**src/rtl/hazard_track_if.sv**
```systemverilog
`default_nettype none
// ============================================================================
// Module      : hazard_track_if
// Description : Bundle between the fetch/control side and the hazard
//               tracker.
//               Inputs to tracker : en, inst_in, flush
//               Outputs           : per-stage regWrt / wrtReg / branchInst
//                                   flags for D, X, M and W, plus the
//                                   bubble_cnt counter
// Revision    : 1.0 - initial release
// ============================================================================
interface hazard_track_if;
   logic        en;
   logic [15:0] inst_in;
   logic        flush;

   logic        regWrtD, regWrtX, regWrtM, regWrtW;
   logic [2:0]  wrtRegD, wrtRegX, wrtRegM, wrtRegW;
   logic        branchInstD, branchInstX, branchInstM, branchInstW;
   logic [15:0] bubble_cnt;

   // Tracker side
   modport slave (
      input  en, inst_in, flush,
      output regWrtD, regWrtX, regWrtM, regWrtW,
      output wrtRegD, wrtRegX, wrtRegM, wrtRegW,
      output branchInstD, branchInstX, branchInstM, branchInstW,
      output bubble_cnt
   );

   // Pipeline-control side
   modport master (
      output en, inst_in, flush,
      input  regWrtD, regWrtX, regWrtM, regWrtW,
      input  wrtRegD, wrtRegX, wrtRegM, wrtRegW,
      input  branchInstD, branchInstX, branchInstM, branchInstW,
      input  bubble_cnt
   );
endinterface
`default_nettype wire

```
**src/rtl/hazard_track.sv**
```systemverilog
`default_nettype none
// ============================================================================
// Module      : hazard_track
// Description : Tracks which pipeline stages (D, X, M, W) hold a
//               register-writing instruction, its destination register and
//               whether it is a control transfer. Also counts the NOP
//               bubbles entering D.
//               clk  : pipeline clock
//               rst  : synchronous active-high reset
//               bus  : hazard_track_if.slave (en, inst_in, flush in;
//                      per-stage flags and bubble_cnt out)
// Revision    : 1.0 - initial release
// ============================================================================
module hazard_track #(
   parameter logic [15:0] NOP = 16'h0800
) (
   input  wire logic     clk,
   input  wire logic     rst,
   hazard_track_if.slave bus
);

   localparam logic [15:0] c_CNT_MAX = 16'hFFFF;

   // Stage entry layout: {regWrt, wrtReg[2:0], branch}
   logic [4:0]  r_stageD, r_stageX, r_stageM, r_stageW;
   logic [15:0] r_bubbleCnt;
   logic [4:0]  w_decoded;
   logic [4:0]  w_opcode;

   assign w_opcode = bus.inst_in[15:11];

   // Destination field position depends on the instruction format; the
   // destination is forced to zero whenever nothing is written.
   always_comb begin
      w_decoded = 5'b0;
      casez (w_opcode)
         5'b11011, 5'b11010, 5'b111??, 5'b11001:
            w_decoded = {1'b1, bus.inst_in[4:2], 1'b0};
         5'b010??, 5'b101??, 5'b10001:
            w_decoded = {1'b1, bus.inst_in[7:5], 1'b0};
         5'b10011, 5'b11000, 5'b10010:
            w_decoded = {1'b1, bus.inst_in[10:8], 1'b0};
         5'b0011?:
            w_decoded = {1'b1, 3'd7, 1'b1};        // JAL/JALR link to R7
         5'b0010?, 5'b011??:
            w_decoded = {1'b0, 3'd0, 1'b1};
         default:
            w_decoded = 5'b0;
      endcase
   end

   always_ff @(posedge clk) begin
      if (rst) begin
         r_stageD    <= 5'b0;
         r_stageX    <= 5'b0;
         r_stageM    <= 5'b0;
         r_stageW    <= 5'b0;
         r_bubbleCnt <= 16'b0;
      end else if (bus.en) begin
         r_stageW <= r_stageM;
         r_stageM <= r_stageX;
         if (bus.flush) begin
            // Branch resolved in X: the X slot and the fetch slot are squashed
            r_stageX <= 5'b0;
            r_stageD <= 5'b0;
         end else begin
            r_stageX <= r_stageD;
            r_stageD <= w_decoded;
            if ((bus.inst_in == NOP) && (r_bubbleCnt != c_CNT_MAX)) begin
               r_bubbleCnt <= r_bubbleCnt + 16'd1;
            end
         end
      end
   end

   assign {bus.regWrtD, bus.wrtRegD, bus.branchInstD} = r_stageD;
   assign {bus.regWrtX, bus.wrtRegX, bus.branchInstX} = r_stageX;
   assign {bus.regWrtM, bus.wrtRegM, bus.branchInstM} = r_stageM;
   assign {bus.regWrtW, bus.wrtRegW, bus.branchInstW} = r_stageW;
   assign bus.bubble_cnt = r_bubbleCnt;

endmodule
`default_nettype wire
```
**src/flat_wrapper.sv**
```systemverilog
// flat-port wrapper written by rule: the top's interface ports become plain ports
module hazard_track_flat 
#(
   parameter logic [15:0] NOP = 16'h0800
)
  (clk, rst, bus_en, bus_inst_in, bus_flush, bus_regWrtD, bus_regWrtX, bus_regWrtM, bus_regWrtW, bus_wrtRegD, bus_wrtRegX, bus_wrtRegM, bus_wrtRegW, bus_branchInstD, bus_branchInstX, bus_branchInstM, bus_branchInstW, bus_bubble_cnt);
  hazard_track_if bus_i ();
  input  wire logic clk;
  input  wire logic rst;
  input wire logic [$bits(bus_i.en)-1:0] bus_en;
  input wire logic [$bits(bus_i.inst_in)-1:0] bus_inst_in;
  input wire logic [$bits(bus_i.flush)-1:0] bus_flush;
  output wire logic [$bits(bus_i.regWrtD)-1:0] bus_regWrtD;
  output wire logic [$bits(bus_i.regWrtX)-1:0] bus_regWrtX;
  output wire logic [$bits(bus_i.regWrtM)-1:0] bus_regWrtM;
  output wire logic [$bits(bus_i.regWrtW)-1:0] bus_regWrtW;
  output wire logic [$bits(bus_i.wrtRegD)-1:0] bus_wrtRegD;
  output wire logic [$bits(bus_i.wrtRegX)-1:0] bus_wrtRegX;
  output wire logic [$bits(bus_i.wrtRegM)-1:0] bus_wrtRegM;
  output wire logic [$bits(bus_i.wrtRegW)-1:0] bus_wrtRegW;
  output wire logic [$bits(bus_i.branchInstD)-1:0] bus_branchInstD;
  output wire logic [$bits(bus_i.branchInstX)-1:0] bus_branchInstX;
  output wire logic [$bits(bus_i.branchInstM)-1:0] bus_branchInstM;
  output wire logic [$bits(bus_i.branchInstW)-1:0] bus_branchInstW;
  output wire logic [$bits(bus_i.bubble_cnt)-1:0] bus_bubble_cnt;
  assign bus_i.en = bus_en;
  assign bus_i.inst_in = bus_inst_in;
  assign bus_i.flush = bus_flush;
  assign bus_regWrtD = bus_i.regWrtD;
  assign bus_regWrtX = bus_i.regWrtX;
  assign bus_regWrtM = bus_i.regWrtM;
  assign bus_regWrtW = bus_i.regWrtW;
  assign bus_wrtRegD = bus_i.wrtRegD;
  assign bus_wrtRegX = bus_i.wrtRegX;
  assign bus_wrtRegM = bus_i.wrtRegM;
  assign bus_wrtRegW = bus_i.wrtRegW;
  assign bus_branchInstD = bus_i.branchInstD;
  assign bus_branchInstX = bus_i.branchInstX;
  assign bus_branchInstM = bus_i.branchInstM;
  assign bus_branchInstW = bus_i.branchInstW;
  assign bus_bubble_cnt = bus_i.bubble_cnt;
  hazard_track #(.NOP(NOP)) u_core (.clk(clk), .rst(rst), .bus(bus_i));
endmodule
```
**config.mk**
```make
export PLATFORM = sky130hd
export DESIGN_NAME = hazard_track_flat
export DESIGN_NICKNAME = d
export VERILOG_FILES = /design/src/rtl/hazard_track_if.sv /design/src/rtl/hazard_track.sv /design/src/flat_wrapper.sv
export SDC_FILE = /design/constraint.sdc
export NUM_CORES = 1
export LEC_CHECK = 0
export ABC_CLOCK_PERIOD_IN_PS = 3600
export CORE_AREA = 2 2 70 72
export DETAILED_ROUTE_END_ITERATION = 10
export DIE_AREA = 0 0 72 74
export DONT_BUFFER_PORTS = 1
export PLACE_DENSITY = 0.65
export SLEW_MARGIN = 20
export SYNTH_ARGS = -nofsm -noshare
export SYNTH_HDL_FRONTEND = slang
export SYNTH_SLANG_ARGS = --single-unit
```
**constraint.sdc**
```tcl
create_clock -name clk -period 3.6 [get_ports clk]
set_input_delay 0.36 -clock clk [delete_from_list [all_inputs] [get_ports clk]]
set_output_delay 0.36 -clock clk [all_outputs]
set_load 0.01 [all_outputs]
```
==> flow_summary.ini <==
[finish]
drive_gt1_share_pct = 7.619
mostFrequentLayoutCells = 37 x nor2_1, 36 x dfxtp_1, 16 x a21oi_1
final_common_cell = nor2_1
fin_area_um2 = 1899
nets = 230
diodes = 0
areaGrowthSynthToFinish_pct = 6.154

[sta]
finalSetupViolations = 0
fin_crit_ps = 2089
setup_tns_ps = 0
slew_headroom_pct = 68.33
rsz0062_at_grt = no
hold_viol_final = 0
worst_pin_slew_ps = 472.2
timing.fmax_mhz = 478.7
fin_crit_sh_pct = 58.03
clock_skew_ps = 2.603
slew_viol_final = 0

[setup_path]
r2r_cells = 6
worstPathMaxFanout = 10
crit_chain = ha_1 -> and4_1 -> nand4_1 -> nor3b_4 -> nand4_1 -> mux2_1
cpMostUsedCell = nand4_1
worstPathRequired_ps = 3770
end_kind = flop
slowest_delay_ps = 440
cpMaxStageDelayCell = nor3b_4
arrival_ps = 2260
startpoint_type = flop
crit_type = flop to flop

[synth]
async_reset_ff_share_pct = 0
syn_nets = 233
syn_area_um2 = 1789
synth_seq_cells = 36
synth_top_family_by_area = simple AND/OR/NAND/NOR gates
postSynthAreaPerCell_um2 = 8.440
ys_seq_area_share_pct = 40.28
synthFlopType = dfxtp_1
ys_types = 41
synth_compound_area_share_pct = 13.43
ys_warn_count = 0
syn_inst = 212
synthXorXnorAreaFrac_pct = 0.9790
synth_edf_count = 0
yosys-mux-area-fraction_pct = 8.671
synthAdderAreaFrac_pct = 0.6993
yosys.area_share.simple_pct = 32.52

[power_and_ir_drop]
peakVddDrop_v = 0.0001114
p_leak_uw = 0.0006873
power_density_nw_per_um2 = 382.7

[clock_tree]
cts_buffers = 5
postCtsSetupRepairBufs = 0
clockRootBuffer = clkbuf_8
cts.sinks = 36
cts_hold_buf = 0
path_clk_slew_ps = 70
clk_latency_ps = 280
clockBufferDepth = 2
htreeDepth = 2
cts_resized = 0
cts_tree = built

[die]
num_rows = 25
die_w_um = 72
initial_utilization_pct = 38.91
ios = 56
die-area_um2 = 5328
core-area_um2 = 4598
die_h_um = 74

[placement]
place_hpwl_um = 2785
place_area_um2 = 1807
portBuffers = 0
place_congestion = 0.7734

[route]
avgViaCountPerCell = 5.621
drc_errors = 0
firstDrtPassIters = 4
first_iter_violations = 87
vias = 1484
postRouteAntennaNets = 0
wire_per_inst_um = 14.59
drt-total-wl_um = 3852

[grt]
gr-total-overflow = 0
grt_max_degree = 42
grt_pass1_wl_um = 6265
grt_pass1_vias = 1372
grt_use_total_pct = 14.93
antenna_found_initial = 0

[min_path]
holdPathStages = 1
hold_class = input port to flop

[job]
drv_cap = 0

[outcome]
status = finished, final reports clean
report_power, final:
part | switching (uW) | total [uW] | internal [uW]
Sequential | 3.69 | 404 | 401
Clock | 141 | 294 | 153
Combinational | 13.3 | 28.9 | 15.6
Total | 158 | 727 | 569
flip-flops by register name, indices dropped and copies added, names as in the netlist:
| signal | cells |
|---|---|
| u_core.r_stageD | 5 |
| u_core.bus.bubble_cnt | 16 |
| u_core.r_stageM | 5 |
| u_core.r_stageX | 5 |
| u_core.r_stageW | 5 |
logic make-up after synthesis:
logic type	after synthesis
XOR/XNOR	2
flip-flops	36
buffers and inverters	13
AND/OR/NAND/NOR	107
multiplexers	15
adder cells (fa/ha/maj)	1
AO/OA/AOI/OAI	38
area by class of cell:
class,count,area [um2]
Sequential cell,36,720.7
Tap cell,54,67.56
Multi-Input combinational cell,163,1007
Inverter,3,11.26
Clock buffer,6,82.58
Clock inverter,2,10.01
Fill cell,464,2699
path summary, 6_finish.rpt:
check | slack (ps) | endpoint | startpoint
max | 1510 | u_core.bus.bubble_cnt[10] | u_core.bus.bubble_cnt[0]
min | 140 | u_core.bus.bubble_cnt[7] | rst
max reg2reg | 1510 | u_core.bus.bubble_cnt[10] | u_core.bus.bubble_cnt[0]
min reg2reg | 550 | u_core.r_stageD[4] | u_core.r_stageD[4]
critical path: cells and delay by family, from the launching register on:
family,cells,cell delay [ps]
simple gates,4,1010
flops,1,380
mux,1,330
fa+ha+maj,1,270
cell usage after synthesis (2+ instances only):
library cell,count,area [um2]
nand2_1,13,48.80
nand3_1,10,50.05
nor4_2,2,25.02
nor2_1,37,138.9
a211o_1,3,26.28
nor2b_1,10,62.56
xnor2_1,2,17.52
and3_1,5,31.28
a21oi_1,16,80.08
nand2b_1,2,12.51
nor3_1,5,25.02
inv_1,3,11.26
dfxtp_1,36,720.7
or3_1,7,43.79
o21ai_0,8,40.04
nand4_1,5,31.28
mux2i_1,11,110.1
and4_1,3,26.28
mux2_1,4,45.04
clkbuf_1,6,22.52
nor4_1,2,12.51
a221oi_1,3,26.28
routing by layer:
metal / global-route usage (%) / vias up / wire length (um)
met1: 19.13 / 680 / 1841
met4: 7.547 / 0 / 66
met3: 4.878 / 5 / 257
met2: 22.63 / 42 / 1687
li1: - / 757 / -
met5: 0 / - / 0
stage by stage:
stage	instances	power (uW)	hold WS [ps]	worst slack, ps	utilization (%)
final	264	726.9	141.1	1511	41.31
after global routing	264	756.9	128.5	1294	41.31
after CTS	264	740.3	126.6	1487	41.31
after detailed placement	256	441.9	435.1	1497	39.29
after global placement	256	441.9	433.6	1537	39.29
after floorplan	212	450.0	498.0	1637	-
Power figures use the tool's default switching activity.
